<file path="src/rtl/spi_rx_fifo.sv">
// spi_rx_fifo: serial-to-word receiver with output FIFO.
// Serial bits qualified by bit_en are assembled into WIDTH-bit words.
// MSB_FIRST selects which end of the word the first received bit lands in.
// Each completed word updates last_word and is pushed into a DEPTH-entry
// FIFO. The FIFO is drained through a valid/ready handshake.
//
// Optional build macro: PARITY_EN.
// When it is defined, each frame carries a trailing even-parity bit.
// A frame with bad parity is dropped, and parity_err pulses for one cycle.
//
// Ports:
//   clk, rst_n  rising-edge clock and asynchronous active-low reset
//   bit_in      serial data bit, sampled when bit_en=1
//   bit_en      serial data qualifier
//   flush       synchronous; discards the partial word and clears overflow
//   last_word   most recently completed word
//   out_data    FIFO head; reads 0 when the FIFO is empty
//   out_valid   FIFO is not empty
//   out_ready   consumer accepts out_data
//   level       FIFO occupancy
//   overflow    sticky flag: a completed word was dropped because the FIFO was full
//   parity_err  one-cycle pulse on a bad-parity frame (always 0 without PARITY_EN)
module spi_rx_fifo #(
  parameter int unsigned WIDTH     = 8,
  parameter int unsigned MSB_FIRST = 0,
  parameter int unsigned DEPTH     = 4
) (
  input  logic                         clk,
  input  logic                         rst_n,
  input  logic                         bit_in,
  input  logic                         bit_en,
  input  logic                         flush,
  output logic [WIDTH-1:0]             last_word,
  output logic [WIDTH-1:0]             out_data,
  output logic                         out_valid,
  input  logic                         out_ready,
  output logic [$clog2(DEPTH+1)-1:0]   level,
  output logic                         overflow,
  output logic                         parity_err
);

`ifdef PARITY_EN
  localparam int unsigned FRAME_LEN = WIDTH + 1;
`else
  localparam int unsigned FRAME_LEN = WIDTH;
`endif
  localparam int unsigned CNT_W = $clog2(FRAME_LEN);
  localparam int unsigned PTR_W = $clog2(DEPTH);
  localparam int unsigned LVL_W = $clog2(DEPTH + 1);

  logic [WIDTH-1:0] sh_q, sh_d, shifted_c, word_c;
  logic [CNT_W-1:0] cnt_q, cnt_d;
  logic [WIDTH-1:0] last_q, last_d;
  logic [PTR_W-1:0] wr_ptr_q, wr_ptr_d, rd_ptr_q, rd_ptr_d;
  logic [LVL_W-1:0] level_q, level_d;
  logic             ovf_q, ovf_d;
  logic             frame_done_c, frame_good_c;
  logic             push_req_c, push_c, pop_c, full_c;
  logic [WIDTH-1:0] mem_q [DEPTH];

  // Next shift-register value, taking the configured bit order into account.
  always_comb begin
    if (MSB_FIRST != 0) shifted_c = {sh_q[WIDTH-2:0], bit_in};
    else                shifted_c = {bit_in, sh_q[WIDTH-1:1]};
  end

  // Deserialiser: bit counter, shift register and frame completion.
  always_comb begin
    sh_d         = sh_q;
    cnt_d        = cnt_q;
    frame_done_c = 1'b0;
    frame_good_c = 1'b0;
    word_c       = shifted_c;
    if (flush) begin
      sh_d  = '0;
      cnt_d = '0;
    end else if (bit_en) begin
      if (cnt_q == CNT_W'(FRAME_LEN - 1)) begin
        cnt_d        = '0;
        frame_done_c = 1'b1;
`ifdef PARITY_EN
        // The final bit is the parity bit. It checks the word already held
        // in sh_q and is never shifted into it.
        sh_d         = '0;
        word_c       = sh_q;
        frame_good_c = ~((^sh_q) ^ bit_in);
`else
        sh_d         = shifted_c;
        frame_good_c = 1'b1;
`endif
      end else begin
        sh_d  = shifted_c;
        cnt_d = cnt_q + CNT_W'(1);
      end
    end
  end

  // FIFO control. A pop on the same edge frees the slot for a push into a full FIFO.
  always_comb begin
    push_req_c = frame_done_c & frame_good_c;
    pop_c      = out_valid & out_ready;
    full_c     = (level_q == LVL_W'(DEPTH));
    push_c     = push_req_c & (~full_c | pop_c);
    last_d     = push_req_c ? word_c : last_q;
    wr_ptr_d   = push_c ? wr_ptr_q + PTR_W'(1) : wr_ptr_q;
    rd_ptr_d   = pop_c  ? rd_ptr_q + PTR_W'(1) : rd_ptr_q;
    level_d    = level_q;
    case ({push_c, pop_c})
      2'b10:   level_d = level_q + LVL_W'(1);
      2'b01:   level_d = level_q - LVL_W'(1);
      default: level_d = level_q;
    endcase
    if (flush) ovf_d = 1'b0;
    else       ovf_d = ovf_q | (push_req_c & full_c & ~pop_c);
  end

  // State registers.
  always_ff @(posedge clk or negedge rst_n) begin
    if (!rst_n) begin
      sh_q     <= '0;
      cnt_q    <= '0;
      last_q   <= '0;
      wr_ptr_q <= '0;
      rd_ptr_q <= '0;
      level_q  <= '0;
      ovf_q    <= 1'b0;
    end else begin
      sh_q     <= sh_d;
      cnt_q    <= cnt_d;
      last_q   <= last_d;
      wr_ptr_q <= wr_ptr_d;
      rd_ptr_q <= rd_ptr_d;
      level_q  <= level_d;
      ovf_q    <= ovf_d;
    end
  end

  // FIFO storage. It needs no reset because out_data is masked while the FIFO is empty.
  always_ff @(posedge clk) begin
    if (push_c) mem_q[wr_ptr_q] <= word_c;
  end

`ifdef PARITY_EN
  logic perr_q;

  // Registered one-cycle pulse for a bad-parity frame.
  always_ff @(posedge clk or negedge rst_n) begin
    if (!rst_n) perr_q <= 1'b0;
    else        perr_q <= frame_done_c & ~frame_good_c;
  end

  assign parity_err = perr_q;
`else
  assign parity_err = 1'b0;
`endif

  assign last_word = last_q;
  assign level     = level_q;
  assign overflow  = ovf_q;
  assign out_valid = (level_q != '0);
  assign out_data  = out_valid ? mem_q[rd_ptr_q] : '0;

endmodule

</file>
<file path="config.mk">
export PLATFORM = sky130hd
export DESIGN_NAME = spi_rx_fifo
export DESIGN_NICKNAME = d
export VERILOG_FILES = /design/src/rtl/spi_rx_fifo.sv
export SDC_FILE = /design/constraint.sdc
export NUM_CORES = 1
export LEC_CHECK = 0
export CAP_MARGIN = 5
export CORE_MARGIN = 5
export CORE_UTILIZATION = 35
export CTS_CLUSTER_DIAMETER = 100
export DETAILED_ROUTE_END_ITERATION = 16
export HOLD_SLACK_MARGIN = 0.12
export MAX_ROUTING_LAYER = met4
export PLACE_DENSITY_LB_ADDON = 0.05
export SETUP_SLACK_MARGIN = 0.3
export SLEW_MARGIN = 25
export SYNTH_ARGS = -nofsm -noshare
export SYNTH_HDL_FRONTEND = slang
export SYNTH_SLANG_ARGS = --single-unit
export TNS_END_PERCENT = 50
</file>
<file path="constraint.sdc">
create_clock -name clk -period 3.31 [get_ports clk]
set_clock_uncertainty 0.1 [all_clocks]
set_input_delay 0.662 -clock clk [delete_from_list [all_inputs] [get_ports clk]]
set_output_delay 0.662 -clock clk [all_outputs]
set_load 0.02 [all_outputs]
</file>
Word-level counts from Yosys, hierarchy flattened
Memories as Yosys holds them, arrays and structs flattened.
Index checks and enable logic that the tools add are counted.

word-level totals
  memory bits (writable) = 32
  bits in latches = 0
  input port bits = 6
  register bits = 27
  output and inout port bits = 22
  memories = 1
  bits in read-only memories = 0

memories
  name   words  bits a word  read ports  clocked after memory_dff  write ports  RTL line  RTL
  mem_q  4      8            1           0                         1            59        logic [WIDTH-1:0] mem_q [DEPTH];

cells by class
  equality and inequality tests = 4
  bitwise gates (word level) = 8
  reduce and logical (&&, ||, !) cells = 3
  muxes and demuxes = 13
  shifts and indexed selects = 0
  $lt $le $gt $ge = 0
  $add $sub $neg = 5
  divide/modulo/power cells = 0
  multipliers = 0

operators by type and width
  kind                                                                number
  8-bit 2-to-1 mux                                                    3
  3-bit 2-to-1 mux                                                    3
  3-bit by 1-bit adder with 3-bit output, second input constant       2
  3-bit == test, second input constant                                2
  1-bit 2-to-1 mux                                                    6
  3-bit one-hot mux with 2 select lines                               1
  2-bit by 1-bit adder with 2-bit output, second input constant       2
  1-bit AND                                                           4
  2-bit nonzero test                                                  2
  3-bit nonzero test                                                  1
  3-bit by 1-bit subtractor with 3-bit output, second input constant  1
  2-bit by 1-bit == test with 1-bit output, second input constant     1
  2-bit == test, second input constant                                1
  1-bit NOT                                                           2
  1-bit OR                                                            2

Logic depth before layout (Yosys ltp)
Gate-level depths: netlist of run 1.

  depth after elaboration = 8
  gate-level depth with buffers = 10

Least setup slack after synthesis of run 1
No wires, ideal clock.

  kind = reg2reg
  start point = reg level_q[2] (netlist: level[2])
  end point = reg level_q[2] (netlist: level[2])
  slack = 0.851 ns
  library setup time = 0.143 ns
  arrival time = 2.215 ns
  cell stages (with the launch flop) = 10
  required time = 3.067 ns
  clock period less this slack = 2.459 ns
  cell sequence = dfrtp_1 buf_2 or3_1 buf_2 nand2_2 nor2_1 fa_1 or3_1 o211ai_2 o221ai_1

on the way
  longest elaborated chain between the ends = 6
  elaborated cells on any way between the ends = 12

RTL lines
  item                                                                         RTL line  RTL
  from (decl)                                                                  55        logic [LVL_W-1:0] level_q, level_d;
  from (signal assigned)                                                       133       level_q <= level_d;
  3-bit nonzero test (*)                                                       160       assign out_valid = (level_q != '0);
  net out_valid                                                                35        output logic out_valid,
  1-bit AND (*)                                                                101       pop_c = out_valid & out_ready;
  1-bit OR                                                                     103       push_c = push_req_c & (~full_c | pop_c);
  1-bit AND                                                                    103
  2-bit by 1-bit == test with 1-bit output or 2-bit == test (tied branches)    108       case ({push_c, pop_c})
  3-bit one-hot mux with 2 select lines or 2-bit nonzero test (tied branches)  -

Mark *: on every way through the listed nets, which the timed path passes. The rest lies on a longest branch.
A chain may end at the register's enable or synchronous reset.

Worst setup path after layout of run 1
  start point = reg rd_ptr_q[0]
  end point = out out_data[6]

on the way
  longest elaborated chain between the ends = 2

RTL lines
  item                    RTL line  RTL
  from (decl)             54        logic [PTR_W-1:0] wr_ptr_q, wr_ptr_d, rd_ptr_q, rd_ptr_d;
  from (signal assigned)  132       rd_ptr_q <= rd_ptr_d;
  memory 4 x 8 bit        -
  8-bit 2-to-1 mux        161       assign out_data = out_valid ? mem_q[rd_ptr_q] : '0;
  to (decl)               34        output logic [WIDTH-1:0] out_data,

No other way between the ends.

==> flow_summary_export.csv, run 1 <==
group,metric,value,unit
status,status,"complete, no violations",
floorplan,number_of_primary_i_o_pins,28,
sta,setup_tns,0,ps
worst_hold_path,worst_hold_path.endpoint,"last_word[0]$_DFFE_PN0P_",
grt,grt_first_pass_wirelength,8370,um
synth,synth_top_area_cell,"edfxtp_1",
critical_path,r2r_cells,7,
critical_path,worst_r2r_end,"level[2]$_DFFE_PN0P_",
synth,synth.most_common_cell,"edfxtp_1",
critical_path,cp_slowest_stage_delay,540,ps
critical_path,critical_path.top_delay_family,"flip-flops",
pwr,power.internal,0.00153,W
critical_path,critical_path_peak_fanout,9,
detailed_routing,route.detailed.drc,0,
cts,ctsResizeCount,1,
grt,vias_in_the_first_global_route,1656,
synth,ys_seq_area_frac,0.647,
sta,final-setup-viol-count,0,
placement,placement.cell_area,2860,sq um
detailed_routing,drt-pass1-iter-count,4,
critical_path,worst_ep_arrival_time,2090,ps
synth,synth.top_cells.by_area,"edfxtp_1 39%, dfrtp_1 26%, mux4_2 7.2%",
cts,cts_root_buf,"clkbuf_8",
critical_path,worst_ep_required_time,2550,ps
cts,clock-sinks,58,
sta,hold_violations,0,
cts,clk_path_buf_depth,2,
flow_run,drv.max_cap_violation_count,0,
floorplan,coreArea,6870,sq um
synth,yosys_register_bits,58,
sta,period_needed,2860,ps
critical_path,worst_path_class_setup,"reg -> out",
sta,hold-worst-slack,381,ps
grt,gr-usage-all-layers,0.133,
synth,syn_area_per_cell,13.8,sq um
detailed_routing,detail_route.vias_per_cell,4.79,
final_layout,layout-drive-gt1-share,0.151,
synth,synth_top_area_frac,0.386,
cts,tritoncts,"built",
critical_path,crit_path_cell_trace,"mux4_2 > and2_1 > clkdlybuf4s50_1",
cts,clkLatencyLatePin,330,ps
worst_hold_path,worst_hold_path_class,"reg -> reg",
synth,syn_inst,180,
final_layout,antenna_cells,0,
synth,synthTopCellsByCount,"32 x edfxtp_1, 29 x nand2_1, 26 x dfrtp_1",
sta,maxClockFrequency,0.350,GHz
pwr,netSwitchingPower,0.000612,W
cts,clock_tree.htree_level_count,3,
pwr,power-per-cell-area,693,nW/um^2
grt,grt_antenna_before_repair,0,
synth,synthesis.yosys.warnings,0,
pwr,pwr-share-seq,0.423,
sta,layout_setup_ws,453,ps
critical_path,critical_path_capture_point_type,"primary output",
critical_path,crit_slowest_cell,"dfrtp_4",
cts,cts_made_buffers,9,
pwr,vdd_drop_max,0.000340,V
cts,cts_post_setup_buffers_inserted,0,
detailed_routing,num_vias,1505,
critical_path,worst_r2r_start,"level[1]$_DFFE_PN0P_",
floorplan,die_width,94.4,um
synth,synth_flop_cell,"edfxtp_1",
synth,nets_in_the_synthesized_netlist,193,
critical_path,critical_path.n_buffers_inverters,1,
synth,mappedNetlistArea,2490,sq um
final_layout,layout-area-overhead-vs-synth,23.8,%
worst_hold_path,min_path_cells,2,
placement,gpl_wtd_cong,0.721,
cts,hold_buffers,0,
cts,clk_transition_reported_paths,70,ps
floorplan,floorplan.die_area,8900,sq um
pwr,p_leak,1.29,nW
detailed_routing,wl_per_cell,16.2,um
floorplan,floorplan.rows,30,
grt,globalRouteOverflowTotal,0,
sta,final_clock_period_utilization_by_the_worst_path,0.863,
critical_path,reg2reg_slack,930,ps
pwr,p_comb_frac,0.248,
synth,synth_enable_flop_cells,32,
pwr,sw_frac_of_total,0.286,
pwr,design_power_total,0.00214,W
floorplan,floorplan.die.height,94.4,um
grt,maximum_number_of_pins_on_one_net_before_global_route_repair,27,
sta,rsz0062_at_grt,"false",
sta,timing_max_transition_violations_final,0,
placement,detailedPlace.worstSlack,521,ps
floorplan,initial_utilization,0.363,
critical_path,nature_of_the_critical_path_startpoint,"flop",
final_layout,design.final.nets,226,
synth,post_synthesis_async_set_or_reset_flop_share,0.448,
detailed_routing,finalWirelength,5100,um
final_layout,final_design_area_no_fill,3080,sq um
placement,dp_hpwl,3510,um
detailed_routing,drtIter0Drc,47,
detailed_routing,detail-route-antenna-nets,0,
placement,port-buffer-count,26,
worst_hold_path,holdCritStartpoint,"last_word[0]$_DFFE_PN0P_",
synth,netlist-cell-type-count,34,
pwr,p_clk_frac,0.329,
-- worst max path at each step --
stage / start / end / slack, ps / depth (start not counted)
after CTS: level[1]$_DFFE_PN0P_ / out_data[3] / 330 / 3
after global routing: rd_ptr_q[0]$_DFFE_PN0N_ / out_data[1] / 330 / 3
after floorplan: level[2]$_DFFE_PN0P_ / level[2]$_DFFE_PN0P_ / 850 / 9
after global placement: rd_ptr_q[0]$_DFFE_PN0N_ / out_data[1] / 550 / 3
final: rd_ptr_q[0]$_DFFE_PN0N_ / out_data[6] / 450 / 3
after detailed placement: flush / mem_q[1][7]$_DFFE_PP_ / 520 / 4
-- per-layer routing --
layer  wire length [um]  vias to the layer above  global-route usage
li1                   -                      702                   -
met1               2220                      761               0.146
met2               2610                       33               0.219
met3                179                        9              0.0295
met4                 91                        0              0.0794
met5                  0                        -                   -
-- power by group through the flow --
stage          Combinational, W  Sequential (W)  Clock (W)
3_3_place_gp           0.000521        0.000914          0
6_report               0.000529        0.000904   0.000704
3_5_place_dp           0.000529        0.000917          0
5_1_grt                0.000573        0.000918   0.000750
4_1_cts                0.000531        0.000904   0.000721
2_1_floorplan          0.000366        0.000854          0
-- tightest hold or removal path, cell delays in order, from the launching register on --
cell and delay [ps]:
dfrtp_1 350, nand2_1 50, nand2_1 60
-- cells in the final DEF (no fill, tap or decap), types with 5 or more instances in the layout --
cell / instances
edfxtp_1: 32
nand2_1: 29
clkdlybuf4s50_1: 26
dfrtp_1: 25
and2_1: 12
nor2_1: 12
clkbuf_8: 10
mux4_2: 8
mux2i_1: 8
buf_4: 7
ha_1: 6
xnor2_1: 5
-- per-stage QoR --
stage,instances,utilization
global route,314,0.449
CTS,314,0.448
floorplan,180,-
detailed placement,298,0.417
global placement,298,0.417
finish,314,0.449
-- state kept, by name (all words and copies together) (netlist names) --
signal,flops
cnt_q,3
last_word,8
level,3
mem_q,32
overflow,1
rd_ptr_q,2
sh_q,7
wr_ptr_q,2
-- area by class of cell --
type | instances | area [sq um]
clock buffer | 12 | 145
clock inverter | 4 | 67.6
fill | 619 | 3780
inverter | 4 | 15.0
multi-input combinational | 107 | 808
sequential | 58 | 1620
tap | 96 | 120
timing repair buffer | 33 | 313
-- cell families after synthesis --
family / after synthesis / synth area share
multiplexers: 16 / 0.104
AO/OA/AOI/OAI: 13 / 0.0382
flip-flops: 58 / 0.647
adder cells (fa/ha/maj): 7 / 0.0382
XOR/XNOR: 5 / 0.0176
AND/OR/NAND/NOR: 65 / 0.123
other: 1 / 0.00151
buffers and inverters: 15 / 0.0306
Power figures use the tool's default switching activity.
==> inputs of run 2 (changes only) <==
--- a/config.mk
+++ b/config.mk
@@ -6,7 +6,7 @@
 export NUM_CORES = 1
 export LEC_CHECK = 0
 export CAP_MARGIN = 5
-export CORE_MARGIN = 5
+export CORE_MARGIN = 2
 export CORE_UTILIZATION = 35
 export CTS_CLUSTER_DIAMETER = 100
 export DETAILED_ROUTE_END_ITERATION = 16
==> flow_summary_export.csv, run 2 (synthesis gave the netlist of run 1 again) <==
group,metric,value,unit
floorplan,die_width,88.4,um
grt,maximum_number_of_pins_on_one_net_before_global_route_repair,27,
sta,hold-worst-slack,381,ps
cts,cts_post_setup_buffers_inserted,0,
cts,clock_tree.htree_level_count,3,
critical_path,critical_path.n_buffers_inverters,1,
cts,ctsResizeCount,1,
grt,grt_antenna_before_repair,0,
detailed_routing,detail_route.vias_per_cell,4.79,
detailed_routing,finalWirelength,4960,um
cts,hold_buffers,0,
cts,clock-sinks,58,
critical_path,critical_path_capture_point_type,"primary output",
critical_path,worst_path_class_setup,"reg -> out",
sta,setup_tns,0,ps
detailed_routing,drtIter0Drc,58,
sta,final-setup-viol-count,0,
critical_path,cp_slowest_stage_delay,560,ps
critical_path,nature_of_the_critical_path_startpoint,"flop",
sta,maxClockFrequency,0.344,GHz
sta,timing_max_transition_violations_final,0,
grt,globalRouteOverflowTotal,0,
detailed_routing,drt-pass1-iter-count,4,
floorplan,initial_utilization,0.365,
sta,hold_violations,0,
final_layout,largest_register_ffs,32,
status,status,"complete, no violations",
worst_hold_path,holdCritStartpoint,"last_word[6]$_DFFE_PN0P_",
placement,port-buffer-count,26,
final_layout,fillerInstances,649,
critical_path,crit_slowest_cell,"dfrtp_2",
critical_path,worst_ep_arrival_time,2140,ps
floorplan,floorplan.die.height,88.4,um
final_layout,layout-area-overhead-vs-synth,23.3,%
final_layout,mostFrequentLayoutCell,"edfxtp_1",
final_layout,final_cell_count_no_fill,312,
placement,dp_hpwl,3480,um
sta,rsz0062_at_grt,"false",
cts,tritoncts,"built",
final_layout,antenna_cells,0,
placement,dp_cells,297,
critical_path,worst_ep_required_time,2550,ps
placement,gpl_wtd_cong,0.795,
floorplan,coreArea,6830,sq um
critical_path,critical_path.startpoint,"rd_ptr_q[0]$_DFFE_PN0N_",
floorplan,floorplan.die_area,7810,sq um
sta,period_needed,2900,ps
critical_path,reg2reg_slack,920,ps
cts,cts_made_buffers,9,
cts,clk_path_buf_depth,2,
detailed_routing,wl_per_cell,15.9,um
cts,cts_root_buf,"clkbuf_8",
worst_hold_path,worst_hold_path_class,"reg -> reg",
grt,grt_first_pass_wirelength,8290,um
cts,clk_transition_reported_paths,60,ps
pwr,power-per-cell-area,691,nW/um^2
floorplan,number_of_primary_i_o_pins,28,
final_layout,final_cell_mix,"32 x edfxtp_1, 29 x nand2_1, 26 x clkdlybuf4s50_1",
flow_run,drv.max_cap_violation_count,0,
grt,gr-usage-all-layers,0.154,
final_layout,largest-register,"mem_q",
grt,vias_in_the_first_global_route,1645,
critical_path,critical_path_peak_fanout,9,
cts,clkLatencyLatePin,330,ps
detailed_routing,detail-route-antenna-nets,0,
detailed_routing,num_vias,1495,
floorplan,floorplan.rows,30,
final_layout,design.final.nets,225,
pwr,p_leak,1.28,nW
final_layout,layout-drive-gt1-share,0.148,
critical_path,critical_path.top_delay_family,"flip-flops",
sta,final_clock_period_utilization_by_the_worst_path,0.877,
critical_path,crit_path_cell_trace,"mux4_2 > and2_1 > clkdlybuf4s50_1",
critical_path,worst_r2r_start,"level[1]$_DFFE_PN0P_",
pwr,vdd_drop_max,0.000379,V
detailed_routing,route.detailed.drc,0,
run 2: routing by layer:
metal | GRT usage | wire [um] | vias up
li1 | - | - | 692
met1 | 0.180 | 2100 | 755
met2 | 0.252 | 2600 | 38
met3 | 0.0354 | 167 | 10
met4 | 0.0702 | 87 | 0
met5 | - | 0 | -
run 2: power by group:
part,internal [W],switching [W],leakage [nW]
registers,0.000793,0.000107,0.664
logic,0.000289,0.000238,0.515
clock network,0.000438,0.000256,0.104
total,0.00152,0.000600,1.28
run 2: area by class of cell:
| cell class | instances | area (sq um) | share of cell area |
|---|---|---|---|
| Clock inverter | 3 | 63.8 | 0.0208 |
| Clock buffer | 12 | 145 | 0.0473 |
| Sequential cell | 58 | 1610 | 0.525 |
| Inverter | 4 | 15.0 | 0.00489 |
| Multi-Input combinational cell | 107 | 808 | 0.263 |
| Tap cell | 96 | 120 | 0.0391 |
| Timing Repair Buffer | 32 | 305 | 0.0994 |
run 2: through the flow:
stage | worst slack, ps | power [W] | instance area (sq um) | utilization
finish | 406 | 0.00212 | 3070 | 0.449
global route | 311 | 0.00223 | 3070 | 0.449
CTS | 334 | 0.00214 | 3070 | 0.449
detailed placement | 500 | 0.00144 | 2860 | 0.418
global placement | 546 | 0.00143 | 2860 | 0.418
floorplan | 851 | 0.00122 | 2490 | -
run 2: worst min-delay path, cell delays in order, from the launching register on:
cell and delay, ps:
dfrtp_1 340, nand2_1 50, nand2_1 50
run 2: path summary, 6_finish.rpt:
kind | to | cells after the start
setup reg to reg | level[2]$_DFFE_PN0P_ | 7
min in group asynchronous | last_word[5]$_DFFE_PN0P_ | 2
max in group asynchronous | rd_ptr_q[0]$_DFFE_PN0N_ | 2
hold reg to reg | last_word[6]$_DFFE_PN0P_ | 2
hold / removal | last_word[6]$_DFFE_PN0P_ | 2
setup / recovery | out_data[6] | 3
